--- config.mk ---
export PLATFORM = sky130hd
export DESIGN_NAME = serial_adder
export DESIGN_NICKNAME = d
export VERILOG_FILES = /design/src/rtl/serial_adder_pkg.sv /design/src/rtl/fa_bit.sv /design/src/rtl/serial_adder.sv
export SDC_FILE = /design/constraint.sdc
export NUM_CORES = 1
export LEC_CHECK = 0
export CAP_MARGIN = 20
export CORE_ASPECT_RATIO = 0.9
export CORE_MARGIN = 2
export CORE_UTILIZATION = 30
export CTS_CLUSTER_DIAMETER = 50
export DETAILED_ROUTE_END_ITERATION = 10
export DONT_BUFFER_PORTS = 1
export PLACE_DENSITY_LB_ADDON = 0.05
export SLEW_MARGIN = 30
export SYNTH_ARGS = -nofsm -noshare
export SYNTH_HDL_FRONTEND = slang
export SYNTH_HIERARCHICAL = 1
export SYNTH_SLANG_ARGS = --single-unit
--- constraint.sdc ---
create_clock -name clk -period 3.5 [get_ports clk]
set_clock_uncertainty 0.1 [all_clocks]
set_input_delay 1.05 -clock clk [delete_from_list [all_inputs] [get_ports clk]]
set_output_delay 1.05 -clock clk [all_outputs]
set_load 0.02 [all_outputs]
--- src/rtl/serial_adder_pkg.sv ---
// Shared types and helpers for the digit-serial adder/subtractor.
package serial_adder_pkg;

    typedef enum logic [1:0] {
        IDLE = 2'd0,
        RUN  = 2'd1,
        DONE = 2'd2
    } state_t;

    // Number of clocks needed to walk the full operand width.
    function automatic int steps(input int width, input int digit);
        return width / digit;
    endfunction

    // Legal geometry: 1 <= digit <= width and width divisible by digit.
    function automatic bit digit_ok(input int width, input int digit);
        return (digit >= 1) && (digit <= width) && ((width % digit) == 0);
    endfunction

endpackage

--- src/rtl/fa_bit.sv ---
// One-bit combinational full adder cell; the ripple chain is built from these.
module fa_bit (
    input  logic a,
    input  logic b,
    input  logic ci,
    output logic s,
    output logic co
);

    assign s  = a ^ b ^ ci;
    assign co = (a & b) | (ci & (a ^ b));

endmodule

--- src/rtl/serial_adder.sv ---
// Digit-serial adder/subtractor: DIGIT bits per clock, LSB digit first,
// carry held in a register between digits, valid/ready on both sides.
module serial_adder
    import serial_adder_pkg::*;
#(
    parameter int WIDTH = 8,
    parameter int DIGIT = 1
) (
    input  logic             clk,
    input  logic             rst,
    input  logic             in_valid,
    output logic             in_ready,
    input  logic [WIDTH-1:0] a,
    input  logic [WIDTH-1:0] b,
    input  logic             cin,
    input  logic             sub,
    output logic             out_valid,
    input  logic             out_ready,
    output logic [WIDTH-1:0] sum,
    output logic             cout,
    output logic             ovf
);

    localparam int STEPS = steps(WIDTH, DIGIT);
    localparam int CNT_W = $clog2(STEPS) + 1;
    localparam logic [CNT_W-1:0] LAST_STEP = CNT_W'(STEPS - 1);

    generate
        if (!digit_ok(WIDTH, DIGIT)) begin : g_bad_geometry
            $error("serial_adder: WIDTH must be a non-zero multiple of DIGIT");
        end
    endgenerate

    state_t           state_reg;
    state_t           state_next;
    logic [WIDTH-1:0] a_sh_reg;
    logic [WIDTH-1:0] b_sh_reg;
    logic [WIDTH-1:0] sum_sh_reg;
    logic [WIDTH-1:0] sum_sh_next;
    logic             carry_reg;
    logic [CNT_W-1:0] cnt_reg;
    logic [WIDTH-1:0] sum_reg;
    logic             cout_reg;
    logic             ovf_reg;

    logic [DIGIT:0]   chain_c;
    logic [DIGIT-1:0] chain_s;
    logic             accept;
    logic             last_step;

    assign accept    = (state_reg == IDLE) && in_valid;
    assign last_step = (state_reg == RUN) && (cnt_reg == LAST_STEP);

    // Ripple chain over the low digit of the operand shift registers.
    assign chain_c[0] = carry_reg;
    generate
        for (genvar gi = 0; gi < DIGIT; gi++) begin : g_cell
            fa_bit u_fa (
                .a  (a_sh_reg[gi]),
                .b  (b_sh_reg[gi]),
                .ci (chain_c[gi]),
                .s  (chain_s[gi]),
                .co (chain_c[gi+1])
            );
        end
    endgenerate

    // New sum digit enters at the MSB end so the last digit lands LSB-aligned.
    assign sum_sh_next = (sum_sh_reg >> DIGIT) | (WIDTH'(chain_s) << (WIDTH - DIGIT));

    // State register.
    always_ff @(posedge clk) begin
        if (rst) begin
            state_reg <= IDLE;
        end else begin
            state_reg <= state_next;
        end
    end

    // Next-state logic.
    always_comb begin
        state_next = state_reg;
        case (state_reg)
            IDLE:    if (in_valid)  state_next = RUN;
            RUN:     if (last_step) state_next = DONE;
            DONE:    if (out_ready) state_next = IDLE;
            default: state_next = IDLE;
        endcase
    end

    // Operand capture, digit shifting and result latching.
    always_ff @(posedge clk) begin
        if (rst) begin
            a_sh_reg   <= '0;
            b_sh_reg   <= '0;
            sum_sh_reg <= '0;
            carry_reg  <= 1'b0;
            cnt_reg    <= '0;
            sum_reg    <= '0;
            cout_reg   <= 1'b0;
            ovf_reg    <= 1'b0;
        end else if (accept) begin
            // Subtraction is a + ~b + 1; the borrow-in inverts the injected carry.
            a_sh_reg  <= a;
            b_sh_reg  <= sub ? ~b : b;
            carry_reg <= cin ^ sub;
            cnt_reg   <= '0;
        end else if (state_reg == RUN) begin
            a_sh_reg   <= a_sh_reg >> DIGIT;
            b_sh_reg   <= b_sh_reg >> DIGIT;
            sum_sh_reg <= sum_sh_next;
            carry_reg  <= chain_c[DIGIT];
            cnt_reg    <= cnt_reg + CNT_W'(1);
            if (last_step) begin
                // Top cell of the final digit is bit WIDTH-1.
                sum_reg  <= sum_sh_next;
                cout_reg <= chain_c[DIGIT];
                ovf_reg  <= chain_c[DIGIT] ^ chain_c[DIGIT-1];
            end
        end
    end

    assign in_ready  = (state_reg == IDLE) && !rst;
    assign out_valid = (state_reg == DONE);
    assign sum       = sum_reg;
    assign cout      = cout_reg;
    assign ovf       = ovf_reg;

endmodule

==> impl_metrics.py <==
metrics = {
    "route": {
        "drt_pass1_iterations": 4,
        "ant_nets": 0,
        "vias": 1352,
        "wirelength_microns": 3977,
        "wl_per_cell_microns": 15.06,
        "drt_iter0_markers": 73,
        "via_per_inst": 5.121,
        "drc": 0,
    },
    "pwr": {
        "p_sw_uw": 200.8,
        "p_int_uw": 637.7,
        "switching_share_pct": 23.95,
        "p_seq_share_pct": 58.3,
        "clkPwrFrac_pct": 32.3,
        "vdd_drop_max_mv": 0.1790,
        "combPwrFrac_pct": 9.4,
        "p_total_uw": 838.5,
        "leakage_uw": 0.0006174,
        "power_density_nw_per_um2": 454.1,
    },
    "grt": {
        "grt_pass1_wl_microns": 6741,
        "grt_pass1_vias": 1317,
        "grt_max_degree": 38,
        "grt_overflow": 0,
        "grt_util_all_layers_pct": 12.90,
        "antenna_found_initial": 0,
    },
    "cts": {
        "cts_resized": 0,
        "cts_max_level": 2,
        "numCtsBuffers": 5,
        "clock_latency_ps": 280,
        "cts_hold_buf": 0,
        "ctsRootBufferMaster": "clkbuf_8",
        "cts_tree": "yes",
        "worst_setup_hold_path_clk_slew_ps": 70,
        "clock_sinks": 40,
        "cts_buffer_depth": 2,
        "cts_setup_buffers": 0,
    },
    "logic_synthesis": {
        "ys_seq_elements": 40,
        "syn_avg_cell_area_sq_um": 8.649,
        "yosysUniqueCellTypes": 40,
        "syn-num-nets": 229,
        "ys_warn_count": 6,
        "ys_seq_area_share_pct": 45.17,
        "syn_inst": 205,
        "netlist_area_sq_um": 1773,
    },
    "place": {
        "portBuffers": 0,
        "place_congestion": 0.7303,
        "dp_hpwl_microns": 2636,
    },
    "floorplan": {
        "initial_core_util_pct": 31.14,
        "die_w_microns": 85.04,
        "fp.dieH_microns": 76.93,
        "core_area_sq_um": 5693,
        "ioPinCount": 34,
        "row_count": 26,
        "dieArea_sq_um": 6542,
    },
    "timing": {
        "min_period_ps": 2762,
        "worst_pin_slew_ps": 733.3,
        "fmax_mhz": 362.1,
        "grt_setup_unrepaired": "no",
        "fin_crit_sh_pct": 78.91,
        "slew_headroom_pct": 50.74,
        "setup_viol": 0,
        "finalMaxSlewViolations": 0,
        "timing.setup.tns_ps": 0,
        "hold_viol": 0,
    },
    "worst_setup_path": {
        "path_cells": "nor3_1",
        "critPathLaunch": "rst",
        "slowest_delay_ps": 560,
        "path_class": "in2out",
        "cp_slowest_cell": "nor3_1",
        "crit-reg2reg-launch": "state_reg[0]",
        "worstPathRequired_ps": 2350,
        "path_buf_inv": 0,
        "end_kind": "output port",
        "crit_path_start_kind": "input port",
        "crit_fanout": 37,
        "cp_top_family": "simple AND/OR/NAND/NOR gates",
        "critPathArrivalTime_ps": 1610,
    },
    "hold_path": {
        "hp-class": "reg2reg",
        "hold_start": "sum_sh_reg[1]",
    },
    "flow_run": {
        "cap_violations": 0,
    },
    "status": {
        "outcome": "completed",
    },
    "layout": {
        "nets": 220,
        "n_antenna_cell": 0,
        "multi_input_area_sq_um": 867.1,
        "fill_cells": 595,
        "areaGrowthSynthToFinish_pct": 4.164,
        "regArea_sq_um": 800.8,
        "drive_gt1_share_pct": 7.216,
    },
}
[power by group through the flow]
stage	clock [uW]	sequential, uW	combinational (uW)
6_report	271	489	78.6
5_1_grt	310	492	90.1
4_1_cts	292	489	80.1
3_5_place_dp	0	499	80.0
3_3_place_gp	0	499	78.5
2_1_floorplan	0	494	80.5
[final timing paths]
kind         slack (ps)             to  depth (start not counted)
max reg2reg        1330           cout                          4
max                 740       in_ready                          1
min                 350  sum_sh_reg[1]                          2
min reg2reg         350  sum_sh_reg[1]                          2
[layout make-up]
type | instances | area share, %
repair buffers | 1 | 0.4065
flip-flops and latches | 40 | 43.36
clock buffers | 5 | 3.726
multi-input cells | 144 | 46.95
inverters | 4 | 0.8130
well taps | 70 | 4.743
[cells in the final DEF, fill, tap and decap left out, types with 2 or more instances in the layout]
| master | count |
|---|---|
| a211oi_1 | 5 |
| a21oi_1 | 28 |
| a22oi_1 | 6 |
| a311oi_1 | 2 |
| clkbuf_8 | 5 |
| dfxtp_1 | 40 |
| inv_1 | 4 |
| nand2_1 | 26 |
| nand2b_1 | 2 |
| nand3_1 | 10 |
| nand3b_1 | 2 |
| nor2_1 | 12 |
| nor2b_1 | 2 |
| nor3_1 | 2 |
| o21ai_0 | 8 |
| o22ai_1 | 7 |
| xnor2_1 | 10 |
| xor2_1 | 2 |
[routing by layer]
layer	share of wire, %	wire [microns]	global-route usage [%]	up-vias
li1	-	-	-	695
met1	49	1935	17.65	630
met2	46	1817	18.83	25
met3	5.1	203	5.167	2
met4	0.53	21	3.333	0
met5	0	0	0	-
[synth_stat cells]
library cell / number / share of area [%]
o21ai_0: 8 / 2.3
nand3_1: 10 / 2.8
a22oi_1: 6 / 2.5
nor2b_1: 2 / 0.71
buf_4: 1 / 0.42
o22ai_2: 1 / 0.71
dfxtp_1: 40 / 45
and2_1: 1 / 0.35
clkbuf_1: 6 / 1.3
a32o_1: 1 / 0.56
buf_6: 2 / 1.3
fa_1: 1 / 1.1
or3b_1: 1 / 0.49
inv_1: 4 / 0.85
a21oi_1: 28 / 7.9
a311oi_1: 2 / 0.99
nor3b_2: 1 / 0.71
a21o_1: 1 / 0.42
o22ai_1: 7 / 2.5
o21bai_2: 1 / 0.64
ha_1: 1 / 0.71
nand3b_1: 2 / 0.85
buf_2: 8 / 2.3
or3_1: 1 / 0.35
o221a_2: 1 / 0.64
o21a_1: 1 / 0.42
xor2_1: 2 / 0.99
nor3_1: 2 / 0.56
and3_1: 1 / 0.35
a211o_1: 1 / 0.49
xnor2_1: 10 / 4.9
nand2b_1: 3 / 1.1
nor2_1: 12 / 2.5
a31o_2: 1 / 0.49
nand2_1: 26 / 5.5
or4b_4: 1 / 0.78
nor2b_2: 1 / 0.49
o21ai_1: 1 / 0.28
and3b_1: 1 / 0.49
a211oi_1: 5 / 2.1
[logic make-up (layout without fill, tap and decap cells)]
logic type | after synthesis | count (layout) | share of synthesized area [%]
compound gates | 65 | 65 | 22.94
xor+xnor | 12 | 12 | 5.928
fa+ha+maj | 2 | 2 | 1.835
buf+inv | 21 | 10 | 6.069
flops | 40 | 40 | 45.17
simple gates | 65 | 65 | 18.07
[metrics by stage]
stage	hold slack (ps)	worst slack, ps	std cells	utilization [%]	area, sq um
detailed placement	340.3	742.3	259	31.23	1778
floorplan	336.6	532.0	205	-	1773
finish	347.5	738.0	264	32.44	1847
global placement	337.8	774.1	259	31.19	1775
CTS	350.4	736.0	264	32.44	1847
global route	374.5	730.9	264	32.44	1847
Power figures use the tool's default switching activity.
